===== config.mk =====
export PLATFORM = sky130hd
export DESIGN_NAME = line_data_feeder
export DESIGN_NICKNAME = d
export VERILOG_FILES = /design/src/rtl/dnn_accel_pkg.sv /design/src/rtl/feeder_fifo.sv /design/src/rtl/line_data_feeder.sv
export SDC_FILE = /design/constraint.sdc
export NUM_CORES = 1
export LEC_CHECK = 0
export BUFFER_PORTS_ARGS = -buffer_cell sky130_fd_sc_hd__buf_2
export CAP_MARGIN = 5
export CORE_MARGIN = 5
export CORE_UTILIZATION = 58
export DETAILED_ROUTE_END_ITERATION = 6
export HOLD_SLACK_MARGIN = 0.1
export PLACE_DENSITY_LB_ADDON = 0.25
export SLEW_MARGIN = 10
export SYNTH_ARGS = -nofsm -noshare
export SYNTH_HDL_FRONTEND = slang
export SYNTH_HIERARCHICAL = 1
export SYNTH_SLANG_ARGS = --single-unit

===== constraint.sdc =====
create_clock -name clk -period 3.7 [get_ports clk]
set_input_delay 0.37 -clock clk [delete_from_list [all_inputs] [get_ports clk]]
set_output_delay 0.37 -clock clk [all_outputs]
set_load 0.05 [all_outputs]

===== src/rtl/dnn_accel_pkg.sv =====
// +----------------------------------------------------------------------+
// | dnn_accel_pkg : shared feeder FSM encoding and control-bit indices   |
// | Rev 1.0                                                              |
// +----------------------------------------------------------------------+
`default_nettype none

package dnn_accel_pkg;

  typedef enum logic [1:0] {
    ST_IDLE = 2'd0,
    ST_RUN  = 2'd1,
    ST_DONE = 2'd2
  } feeder_state_t;

  localparam int CTRL_ENB   = 0;
  localparam int CTRL_START = 1;

endpackage

`default_nettype wire


===== src/rtl/feeder_fifo.sv =====
// +----------------------------------------------------------------------+
// | feeder_fifo : synchronous skid FIFO with occupancy count             |
// | Rev 1.0                                                              |
// +----------------------------------------------------------------------+
`default_nettype none

module feeder_fifo #(
  parameter int WIDTH = 24,
  parameter int DEPTH = 4
) (
  input  logic                     clk,
  input  logic                     rst,
  input  logic                     push,
  input  logic [WIDTH-1:0]         push_data,
  input  logic                     pop,
  output logic [WIDTH-1:0]         pop_data,
  output logic [$clog2(DEPTH):0]   count,
  output logic                     empty,
  output logic                     full
);

  localparam int PW = $clog2(DEPTH);
  localparam int CW = $clog2(DEPTH) + 1;

  logic [WIDTH-1:0] mem [DEPTH];
  logic [PW-1:0]    wr_ptr;
  logic [PW-1:0]    rd_ptr;
  logic             do_push;
  logic             do_pop;

  assign empty    = (count == '0);
  assign full     = (count == CW'(DEPTH));
  assign do_pop   = pop & ~empty;
  // A pop frees a slot in the same cycle, so a full FIFO may still take a push.
  assign do_push  = push & (~full | do_pop);
  assign pop_data = mem[rd_ptr];

  always_ff @(posedge clk) begin
    if (do_push) begin
      mem[wr_ptr] <= push_data;
    end
  end

  always_ff @(posedge clk) begin
    if (rst) begin
      wr_ptr <= '0;
      rd_ptr <= '0;
      count  <= '0;
    end else begin
      if (do_push) wr_ptr <= wr_ptr + PW'(1);
      if (do_pop)  rd_ptr <= rd_ptr + PW'(1);
      count <= count + CW'(do_push) - CW'(do_pop);
    end
  end

endmodule

`default_nettype wire


===== src/rtl/line_data_feeder.sv =====
// +----------------------------------------------------------------------+
// | line_data_feeder : streams activation words from memory to the conv  |
// | engine through a credit-controlled skid FIFO.            Rev 1.0     |
// +----------------------------------------------------------------------+
`default_nettype none

module line_data_feeder
  import dnn_accel_pkg::*;
#(
  parameter int BIT_WIDTH   = 8,
  parameter int NUM_CHANNEL = 3,
  parameter int ADDR_WIDTH  = 16,
  parameter int REG_WIDTH   = 32,
  parameter int MEM_LATENCY = 2,
  parameter int FIFO_DEPTH  = 4
) (
  input  logic                             clk,
  input  logic                             rst,
  input  logic                             i_data_req,
  output logic [BIT_WIDTH*NUM_CHANNEL-1:0] o_data,
  output logic                             o_data_val,
  output logic [ADDR_WIDTH-1:0]            o_mem_addr,
  output logic                             o_mem_en,
  input  logic [BIT_WIDTH*NUM_CHANNEL-1:0] i_mem_data,
  input  logic [REG_WIDTH-1:0]             i_conf_ctrl,
  input  logic [REG_WIDTH-1:0]             i_conf_baseaddr,
  input  logic [REG_WIDTH-1:0]             i_conf_numword,
  output logic                             o_busy,
  output logic                             o_done
);

  localparam int DW  = BIT_WIDTH * NUM_CHANNEL;
  localparam int FCW = $clog2(FIFO_DEPTH) + 1;
  localparam int CRW = $clog2(FIFO_DEPTH + MEM_LATENCY + 1) + 1;

  feeder_state_t state, state_next;

  logic                   start_prev;
  logic                   start_edge;
  logic                   enb;
  logic [ADDR_WIDTH-1:0]  base_addr;
  logic [REG_WIDTH-1:0]   num_word;
  logic [REG_WIDTH-1:0]   issued;
  logic [REG_WIDTH-1:0]   sent;
  logic [MEM_LATENCY-1:0] inflight_sr;
  logic [CRW-1:0]         credit_used;
  logic [FCW-1:0]         fifo_count;
  logic                   fifo_empty;
  logic [DW-1:0]          fifo_dout;
  logic                   issue;
  logic                   pop;
  logic                   land;
  logic                   unused_fifo_full;
  logic                   unused_cfg;

  assign enb        = i_conf_ctrl[CTRL_ENB];
  assign start_edge = i_conf_ctrl[CTRL_START] & ~start_prev;
  assign pop        = i_data_req & enb & ~fifo_empty;
  assign land       = inflight_sr[MEM_LATENCY-1];
  assign unused_cfg = ^{i_conf_ctrl, i_conf_baseaddr};

  // Every read already strobed or still in the pipe holds a FIFO slot.
  always_comb begin
    credit_used = CRW'(fifo_count) + CRW'(o_mem_en);
    for (int i = 0; i < MEM_LATENCY; i++) begin
      credit_used = credit_used + CRW'(inflight_sr[i]);
    end
  end

  always_ff @(posedge clk) begin
    if (rst) state <= ST_IDLE;
    else     state <= state_next;
  end

  always_comb begin
    state_next = state;
    issue      = 1'b0;
    o_busy     = 1'b1;
    o_done     = 1'b0;
    case (state)
      ST_IDLE: begin
        o_busy = 1'b0;
        if (start_edge) begin
          state_next = (i_conf_numword == '0) ? ST_DONE : ST_RUN;
        end
      end
      ST_RUN: begin
        issue = enb && (issued < num_word) && (credit_used < CRW'(FIFO_DEPTH));
        if (sent == num_word) state_next = ST_DONE;
      end
      ST_DONE: begin
        o_done     = 1'b1;
        state_next = ST_IDLE;
      end
      default: state_next = ST_IDLE;
    endcase
  end

  generate
    if (MEM_LATENCY == 1) begin : g_sr_single
      always_ff @(posedge clk) begin
        if (rst) inflight_sr <= '0;
        else     inflight_sr <= o_mem_en;
      end
    end else begin : g_sr_multi
      always_ff @(posedge clk) begin
        if (rst) inflight_sr <= '0;
        else     inflight_sr <= {inflight_sr[MEM_LATENCY-2:0], o_mem_en};
      end
    end
  endgenerate

  always_ff @(posedge clk) begin
    if (rst) begin
      start_prev <= 1'b0;
      base_addr  <= '0;
      num_word   <= '0;
      issued     <= '0;
      sent       <= '0;
      o_mem_en   <= 1'b0;
      o_mem_addr <= '0;
      o_data     <= '0;
      o_data_val <= 1'b0;
    end else begin
      start_prev <= i_conf_ctrl[CTRL_START];
      if (state == ST_IDLE && start_edge) begin
        base_addr <= i_conf_baseaddr[ADDR_WIDTH-1:0];
        num_word  <= i_conf_numword;
        issued    <= '0;
        sent      <= '0;
      end
      o_mem_en <= issue;
      if (issue) begin
        o_mem_addr <= base_addr + issued[ADDR_WIDTH-1:0];
        issued     <= issued + REG_WIDTH'(1);
      end
      o_data_val <= pop;
      if (pop) begin
        o_data <= fifo_dout;
        sent   <= sent + REG_WIDTH'(1);
      end
    end
  end

  feeder_fifo #(
    .WIDTH (DW),
    .DEPTH (FIFO_DEPTH)
  ) u_fifo (
    .clk       (clk),
    .rst       (rst),
    .push      (land),
    .push_data (i_mem_data),
    .pop       (pop),
    .pop_data  (fifo_dout),
    .count     (fifo_count),
    .empty     (fifo_empty),
    .full      (unused_fifo_full)
  );

endmodule

`default_nettype wire

=== After elaboration in Yosys (flattened, before gate mapping) ===
Memories as Yosys holds them, arrays and structs flattened. A register that Yosys moved wholly into a read port is not among the register bits.
Cells that the tools add are included.
W data, S select, Z words.

* Word-level logic and storage cells: 62
* Bits in registers: 142
* Output and inout bits: 44
* Memories kept: 1
* RAM bits: 96
* Input port bits: 123

{| class="wikitable"
|+ Memory list
! memory !! depth !! width !! rd ports !! clocked after memory_dff !! wr ports !! line !! text
|-
| u_fifo.mem || 4 || 24 || 1 || 1 || 1 || feeder_fifo.sv:25 || <nowiki>logic [WIDTH-1:0] mem [DEPTH];</nowiki>
|}

* Mux-type cells: 12
* Bitwise gates (word level): 9
* Equal/unequal tests: 6
* $lt $le $gt $ge: 2
* Add/subtract/negate cells: 10
* Reductions and logical operators: 9

{| class="wikitable"
|+ Operators by type and width
! operator !! number
|-
| $mux W32 || 3
|-
| $add A32 B1 Y32 const B || 2
|-
| $eq A32 B32 Y1 || 1
|-
| $logic_not A32 Y1 || 1
|-
| $lt A32 B32 Y1 || 1
|-
| $add A16 B16 Y16 || 1
|-
| $add A4 B1 Y4 || 2
|-
| $mux W2 || 3
|-
| $and A1 B1 Y1 || 5
|-
| $mux W1 || 5
|-
| $add A2 B1 Y2 const B || 2
|-
| $add A3 B1 Y4 || 1
|-
| $lt A4 B3 Y1 const B || 1
|-
| $ne A2 B2 Y1 const B || 2
|-
| $pmux W2 S2 || 1
|-
| $reduce_bool A2 Y1 || 2
|-
| $add A3 B1 Y3 || 1
|-
| $eq A3 B3 Y1 const B || 1
|-
| $logic_and A1 B1 Y1 || 3
|-
| $logic_not A3 Y1 || 1
|-
| $not A1 Y1 || 3
|-
| $sub A3 B1 Y3 || 1
|-
| $eq A2 B1 Y1 const B || 1
|-
| $eq A2 B2 Y1 const B || 1
|-
| 3 further kinds || 3
|}

=== Longest topological paths before layout ===
Gate-level depths: netlist (run 1).

* Depth after elaboration: 8
* Mapped depth: 14
* Gate-level depth less buffers: 12

=== Modules after synthesis ===
The synthesis (run 1) kept the hierarchy.

{| class="wikitable"
|+ Modules (own cells, without submodules)
! module !! cells each !! seq. area each (um^2) !! instances !! area each (um^2)
|-
| line_data_feeder || 1034 || 3183.1 || 1 || 8285.4
|-
| feeder_fifo || 173 || 3062.9 || 1 || 4041.4
|}

=== Least setup slack after synthesis (run 1) ===
OpenSTA, ideal clock, no wires.

* Path type: register to register
* Start: register u_fifo.count[1]
* End: register u_fifo.count[1]
* Clock period less this slack: 2928 ps
* Arrival: 2801 ps
* Required time: 3573 ps
* Path buffers: 2
* Setup time: 127 ps
* Setup slack: 772 ps
* Cell stages (with the launch flop): 12
* Cell sequence: dfxtp_1 nor3_1 nand3b_1 inv_1 clkbuf_1 clkbuf_1 o31ai_2 or2_1 a21bo_2 ha_1 fa_1 nor2b_1

* Cells in the longest elaborated chain, start to end: 8
* Elaborated cells on any way between the ends: 10
* Those cells by class: add/sub (2); eq/ne (1); bitwise (6); reduce/logical (1)

{| class="wikitable"
|+ Ends and longest elaborated chain
! element !! line !! text
|-
| from (decl) || feeder_fifo.sv:17 || <nowiki>output logic [$clog2(DEPTH):0] count,</nowiki>
|-
| from (signal assigned) || feeder_fifo.sv:52 || <nowiki>count <= count + CW'(do_push) - CW'(do_pop);</nowiki>
|-
| $logic_not A3 Y1 (*) || feeder_fifo.sv:31 || <nowiki>assign empty = (count == '0);</nowiki>
|-
| named net fifo_empty || line_data_feeder.sv:48 || <nowiki>logic fifo_empty;</nowiki>
|-
| $not A1 Y1 (*) || line_data_feeder.sv:58 || <nowiki>assign pop = i_data_req & enb & ~fifo_empty;</nowiki>
|-
| $and A1 B1 Y1 (*) || line_data_feeder.sv:58 ||
|-
| named net pop || line_data_feeder.sv:51 || <nowiki>logic pop;</nowiki>
|-
| $and A1 B1 Y1 (*) || feeder_fifo.sv:33 || <nowiki>assign do_pop = pop & ~empty;</nowiki>
|-
| $or A1 B1 Y1 || feeder_fifo.sv:35 || <nowiki>assign do_push = push & (~full | do_pop);</nowiki>
|-
| $and A1 B1 Y1 || feeder_fifo.sv:35 ||
|-
| $add A3 B1 Y3 || feeder_fifo.sv:52 ||
|-
| $sub A3 B1 Y3 (*) || feeder_fifo.sv:52 ||
|}

Mark *: on every way through the listed nets, which the timed path passes. The rest lies on a longest branch.
A chain may end at the register's enable or synchronous reset.

=== Worst setup path after layout (run 1) ===
* Start: register u_fifo.count[0]
* End: register issued[18]

* Cells in the longest elaborated chain, start to end: 7
* Elaborated cells on any way between the ends: 8
* Those cells by class: add/sub (3); order compare (1); mux (2); reduce/logical (2)

{| class="wikitable"
|+ Ends and longest elaborated chain
! element !! line !! text
|-
| $add A3 B1 Y4 (*) || line_data_feeder.sv:64 || <nowiki>credit_used = CRW'(fifo_count) + CRW'(o_mem_en);</nowiki>
|-
| $add A4 B1 Y4 (*) (2 in series) || line_data_feeder.sv:66 || <nowiki>credit_used = credit_used + CRW'(inflight_sr[i]);</nowiki>
|-
| $lt A4 B3 Y1 (*) || line_data_feeder.sv:88 || <nowiki>issue = enb && (issued < num_word) && (credit_used < CRW'(FIFO_DEPTH));</nowiki>
|-
| $logic_and A1 B1 Y1 (*) || line_data_feeder.sv:88 ||
|-
| $mux W1 (*) || line_data_feeder.sv:80 || <nowiki>case (state)</nowiki>
|-
| $mux W32 / $reduce_bool A2 Y1 (equally long branches) || - ||
|-
| to (signal assigned) || line_data_feeder.sv:135 || <nowiki>issued <= issued + REG_WIDTH'(1);</nowiki>
|-
| to (decl) || line_data_feeder.sv:43 || <nowiki>logic [REG_WIDTH-1:0] issued;</nowiki>
|}

Every way passes the cells marked *; elsewhere a longest branch is shown, timed or not.

==> metrics.md, run 1 <==
| Metric | Value |
|---|---|
| Via Count | between 9000 and 10000 |
| Worst EP required | about 4.2 ns |
| I/O pin total | about 170 |
| Die H | 156 um |
| Hold Path Class | in2reg |
| Die width | approximately 160 um |
| Cell area after synthesis | 12300 sq um |
| Clock latency on the worst-skew pair | approximately 0.56 ns |
| Slew HR | between 20% and 30% |
| DR DRC count | 0 |
| Synth top area share | a little over a quarter |
| Fmax | 328 MHz |
| Buffer and inverter count on the worst path | 3 |
| Final GP Congestion | between 0.8 and 0.9 |
| Slowest CP cell | dfxtp_1 |
| Number of global-route vias before repair | between 9000 and 10000 |
| Clock Tree Buf Depth | 3 |
| Row cnt | 53 |
| Post-DP HPWL | ~20000 um |
| Place WS | slightly above 0.7 ns |
| Area contributors post-synth | dfxtp_1 (27%), edfxtp_1 (23%), nand2_1 (6.1%) |
| Final net count | roughly 1600 |
| GR Util met1 | between 30% and 40% |
| Crit path largest cell delay | between 0.4 and 0.5 ns |
| GRT Residual Overflow | 0 |
| Delay-heaviest family, CP | compound AO/OA/AOI/OAI gates |
| Antenna diodes | 0 |
| Routed wire length per instance | 18.1 um |
| Clk sinks | ~260 |
| Via density | 5.82 |
| CP max FO | 39 |
| Post-synth cell types | 73 |
| Most frequent cells in the layout | nand2_1 (200), dfxtp_1 (168), a21oi_1 (133) |
| CP Cell Sequence | inv_1 -> fa_1 -> inv_1 -> ha_1 -> nand2_1 -> o2111ai_1 -> a31oi_1 -> o21ai_1 -> a211o_1 -> inv_2 -> a41oi_1 -> a31oi_1 |
| Synth async-reset ratio | 0% |
| Peak supply drop | roughly 470 uV |
| Slew @ Worst Pin | approximately 1.2 ns |
| Setup TNS | 0 ns |
| Router iterations before antenna repair | 5 |
| RSZ-0062 raised after global routing | false |
| Pleak | about 5.7 nW |
| Final Hold Violating Endpoints | 0 |
| Starting DRT DRC Count | 680 |
| Max Cap Violations | 0 |
| Layout cells sized above 1 | 15.2% |
| CORE AREA | 21000 sq um |
| Root buffer cell | clkbuf_16 |
| Status | complete, no violations |
| Syn_nets | around 1400 |
| GR Layer Usage met3 | roughly 4.2% |
| Synthesized instance count | around 1200 |
| Antenna violations before repair | 1 |
| Post-synthesis sequential area ratio | 50.7% |
| Fin. max-slew vios | 0 |
| CTS clock-pin slew for the worst setup and hold paths | approximately 0.060 ns |
| Worst setup path category | reg2reg |
| Post-synth EDFFs | 96 |
| Area leader, netlist | dfxtp_1 |
| Arrival time worst endpoint | 3.52 ns |
| Crit path launch type | flop |
| Largest net degree at the start of global routing | 55 |
| Synthesis-to-layout area growth | 19.4% |
| Setup ws final | 0.650 ns |
| Die area | roughly 24000 sq um |
| Tcrit/Tclk final | about 82% |
| TritonCTS clock tree | yes |
| H-tree depth | 1 |
| Top Usage Layer GRT | met2 |
| Most common cell after layout, fill and taps aside | nand2_1 |
| Setup Skew | around 0.02 ns |
| Yosys warnings | 6 |
| Post-cts repair resize count | 0 |
| Total power per unit cell area | between 400 and 500 nW/um^2 |
| ANT nets after route | 0 |
| Final WL | just over 30000 um |
| Yosys reg bits | about 260 |
| Syn_area_per_cell | 10.2 sq um |
| Gr usage total | 24.6% |
| M2 GR Usage | a little over two fifths |
| Min Clock Period, post-route | ~3.1 ns |
| Worst setup EP type | flop |
| Starting density of the core | approximately 59% |
| First-pass GRT wire length | 48900 um |
| Primary FF master, synth | dfxtp_1 |
| Cts bufs inserted | 28 |
| I/O Buffers | 120 |
| Final setup vio count | 0 |
-- synthesized netlist by cell type, types with 3 or more instances --
master    instances
nand3_1          31
nand2_1         200
mux4_1           19
buf_6             6
o211ai_1          9
a21oi_1         134
nor2b_1           7
clkbuf_1         38
a41oi_1           6
mux4_2            5
o21ai_0          26
edfxtp_1         96
a211oi_1         10
and3_1            6
nor2_1           52
a31oi_1          23
nor3_2            4
xor2_1           41
nand2b_1         13
inv_1            54
xnor2_1          18
a21o_1            8
nor4_1           18
buf_2            11
and2_2            4
nor3_1           18
mux2i_1          13
fa_1              3
dfxtp_1         168
or2_2             7
o21ai_1           3
ha_1             54
nand4_1          17
o21a_1            8
and4_1            3
a22o_1            6
or3_1            16
a311oi_1          3
-- routing by layer --
| metal | share of wire [%] | vias up |
|---|---|---|
| met4 | 2.4 | 2 |
| met1 | 43 | 4688 |
| met2 | 48 | 282 |
| li1 | - | 4704 |
| met3 | 5.9 | 60 |
| met5 | 0.043 | - |
-- final cells by class --
cell class	count	area, sq um
flip-flops and latches	264	6250
repair buffers	199	1360
clock buffers	37	796
clock inverters	13	164
multi-input cells	830	5600
well taps	275	344
fillers	1533	6230
inverters	55	206
-- registers in the layout (all words and copies together), names as in the netlist, 3 cells and up, named ones only --
| signal | count |
|---|---|
| issued | 32 |
| o_data | 24 |
| sent | 32 |
| u_fifo/count | 3 |
| o_mem_addr | 16 |
| num_word | 32 |
| base_addr | 16 |
| u_fifo/mem | 96 |
-- power by group --
part	internal (W)	switching, W
Sequential	0.00306	0.0000484
Combinational	0.000207	0.000317
Clock	0.00167	0.00117
Total	0.00493	0.00154
-- worst register-to-register path, cell delays in order (launching register included) --
cell	delay, ns
dfxtp_1	0.49
inv_1	0.10
fa_1	0.38
inv_1	0.06
ha_1	0.21
nand2_1	0.06
o2111ai_1	0.16
a31oi_1	0.20
o21ai_1	0.12
a211o_1	0.30
inv_2	0.47
a41oi_1	0.23
a31oi_1	0.18
-- repair_timing --
| item | 4_1_cts | 5_1_grt |
|---|---|---|
| endpoints found under the hold margin | 139 | 0 |
| setup buffers | 0 | 0 |
| hold buffers | 67 | 0 |
-- logic make-up after synthesis --
group / count (synthesis) / synth area share, %
AOI/OAI and AO/OA: 259 / 12.8
xor gates and xnor gates: 59 / 4.19
adders and majority gates: 57 / 5.97
buffers and inverters: 113 / 3.95
DFF: 264 / 50.7
muxes: 41 / 6.41
and+or+nand+nor: 414 / 16.0
-- metrics by stage --
step	std cells	cell area [sq um]	hold WS [ns]	total power, W	utilization, %
floorplan	1207	12300	0.429	0.00346	-
global placement	1556	13100	0.440	0.00361	62.5
detailed placement	1556	13100	0.445	0.00362	62.5
CTS	1673	14700	0.104	0.00651	70.3
global route	1673	14700	0.119	0.00670	70.3
finish	1673	14700	0.124	0.00647	70.3
-- worst paths after layout --
check | start | endpoint | slack (ns) | cells after the start
min reg2reg | o_data[10]$_SDFFE_PP0P_ | o_data[10]$_SDFFE_PP0P_ | 0.46 | 2
min | i_conf_numword[29] | num_word[29]$_SDFFE_PP0P_ | 0.12 | 3
max | u_fifo/count[0]$_SDFF_PP0_ | issued[18]$_SDFFE_PP0P_ | 0.65 | 12
max reg2reg | u_fifo/count[0]$_SDFF_PP0_ | issued[18]$_SDFFE_PP0P_ | 0.65 | 12
No activity file was read; power rests on OpenSTA's default activity.
==> run 2: changes to the inputs <==
==> constraint.sdc (replaced) <==
create_clock -name clk -period 3.2 [get_ports clk]
set_input_delay 0.32 -clock clk [delete_from_list [all_inputs] [get_ports clk]]
set_output_delay 0.32 -clock clk [all_outputs]
set_load 0.05 [all_outputs]
==> metrics.md, run 2 (synthesis gave the netlist of run 1 again) <==
| Metric | Value |
|---|---|
| Row cnt | 53 |
| Die H | approximately 160 um |
| Setup Buffers After CTS | 0 |
| Clock Tree Buf Depth | 3 |
| Most frequent cells in the layout | nand2_1 (200), dfxtp_1 (168), a21oi_1 (133) |
| Worst EP required | around 3.7 ns |
| Starting DRT DRC Count | roughly 670 |
| Gate power share | 8.7% |
| Total power per unit cell area | slightly below 500 nW/um^2 |
| Clk sinks | between 200 and 300 |
| Slowest CP cell | dfxtp_1 |
| Psw | 0.00171 W |
| Arrival time worst endpoint | between 3 and 4 ns |
| CP max FO | 37 |
| Final GP Congestion | 0.873 |
| Worst setup EP type | flop |
| First-pass GRT wire length | slightly below 50000 um |
| Int Pwr | around 0.0055 W |
| Crit path launch type | flop |
| Total power | between 0.007 and 0.008 W |
| I/O pin total | 167 |
| Post-cts repair resize count | 0 |
| Hold Path Cell Cnt | 2 |
| Routed wire length per instance | 18.4 um |
| Die width | around 160 um |
| Seq pwr share | between 50% and 60% |
| Cts bufs inserted | 27 |
| DR DRC count | 0 |
| Via density | 5.77 |
| Hold Path Class | in2reg |
| Via Count | ~9800 |
| Synthesis-to-layout area growth | 19.6% |
| Number of global-route vias before repair | around 9400 |
| Setup Skew | 0.0154 ns |
| Most common cell after layout, fill and taps aside | nand2_1 |
| Final hold slack | around 0.21 ns |
| Status | complete, no violations |
| CTS Hold Bufs | 73 |
| R2R Setup Slk | 0.24 ns |
| Gr usage total | between 20% and 30% |
| Slew @ Worst Pin | 0.704 ns |
| Final setup vio count | 0 |
| Post-DP HPWL | ~20000 um |
| Clock share of power | 41.3% |
| CORE AREA | 21000 sq um |
| Min Clock Period, post-route | a little under 3 ns |
| TritonCTS clock tree | yes |
| Net Sw Frac | between 20% and 30% |
| Crit path largest cell delay | between 0.4 and 0.5 ns |
| Fmax | ~340 MHz |
| CTS clock-pin slew for the worst setup and hold paths | about 0.060 ns |
| Pleak | between 5 and 6 nW |
| CP Cell Sequence | inv_1 -> fa_1 -> inv_1 -> ha_1 -> nand2_1 -> o2111ai_1 -> a31oi_1 -> o21ai_1 -> a211o_1 -> inv_2 -> a41oi_1 -> a31oi_1 |
| Tcrit/Tclk final | ~90% |
| R2R cell count | 12 |
| RSZ-0062 raised after global routing | false |
| Fin. max-slew vios | 0 |
| Die area | about 24000 sq um |
| Max Cap Violations | 0 |
| Router iterations before antenna repair | 5 |
| Worst setup path category | reg2reg |
| Max FFs per register | 96 |
| Antenna violations before repair | 2 |
| Final WL | around 31000 um |
| Layout cells sized above 1 | around 15% |
| Final Hold Violating Endpoints | 0 |
| Final net count | 1572 |
| ANT nets after route | 0 |
| Root buffer cell | clkbuf_16 |
| Slew HR | ~52% |
| Starting density of the core | 58.8% |
| Clock latency on the worst-skew pair | ~0.55 ns |
| Largest net degree at the start of global routing | 67 |
| I/O Buffers | 120 |
| GRT Residual Overflow | 0 |
| H-tree depth | 1 |
| Peak supply drop | 472 uV |
| Setup TNS | 0 ns |
| Reg with most FFs | u_fifo/mem |
## run 2: cell types whose count changed in the layout (fill, tap and decap cells not counted), sizes merged
| cell | previous run | this run |
|---|---|---|
| bufinv | 2 | 0 |
| clkinv | 9 | 7 |
| buf | 132 | 141 |
| clkinvlp | 2 | 0 |
| dlygate4sd3 | 67 | 73 |
| inv | 55 | 56 |
| diode | 0 | 1 |
| clkbuf | 37 | 42 |
## run 2: area by class of cell
type                    count  area, sq um
fillers                  1545         6210
diodes                      1         2.50
multi-input cells         830         5600
repair buffers            214         1500
well taps                 275          344
clock inverters             8         52.6
inverters                  55          206
flip-flops and latches    264         6250
clock buffers              42          782
## run 2: final timing paths
| check | start | to |
|---|---|---|
| max | u_fifo/count[0]$_SDFF_PP0_ | issued[15]$_SDFFE_PP0P_ |
| min | rst | inflight_sr[1]$_SDFF_PP0_ |
| max reg2reg | u_fifo/count[0]$_SDFF_PP0_ | issued[15]$_SDFFE_PP0P_ |
| min reg2reg | o_data[14]$_SDFFE_PP0P_ | o_data[14]$_SDFFE_PP0P_ |
## run 2: power groups by stage
stage | registers [W] | logic [W] | clock network [W]
2_1_floorplan | 0.00367 | 0.000334 | 0
3_3_place_gp | 0.00366 | 0.000526 | 0
3_5_place_dp | 0.00366 | 0.000537 | 0
4_1_cts | 0.00359 | 0.000611 | 0.00302
5_1_grt | 0.00359 | 0.000682 | 0.00316
6_report | 0.00359 | 0.000624 | 0.00297
## run 2: worst max-delay path, delay by kind of cell, from the launching register on
family | cells | cell delay (ns)
flip-flops | 1 | 0.48
buffers and inverters | 3 | 0.60
adder cells (fa/ha/maj) | 2 | 0.59
AND/OR/NAND/NOR | 1 | 0.06
AO/OA/AOI/OAI | 6 | 1.17
## run 2: per-layer routing
layer	share of wire, %	vias up	track usage (%)	wire length (um)
met3	6.9	57	4.83	2150
met5	0.023	-	0	7
met4	2.6	2	6.84	797
met2	47	329	41.3	14700
met1	43	4639	34.0	13400
li1	-	4723	-	-
## run 2: per-stage QoR
stage	util [%]	instance area [sq um]	std cells	setup WS [ns]
floorplan	-	12300	1207	0.272
finish	70.3	14700	1689	0.241
CTS	70.3	14700	1688	0.243
global route	70.3	14700	1689	0.00802
detailed placement	62.9	13200	1565	0.292
global placement	62.9	13200	1565	0.374
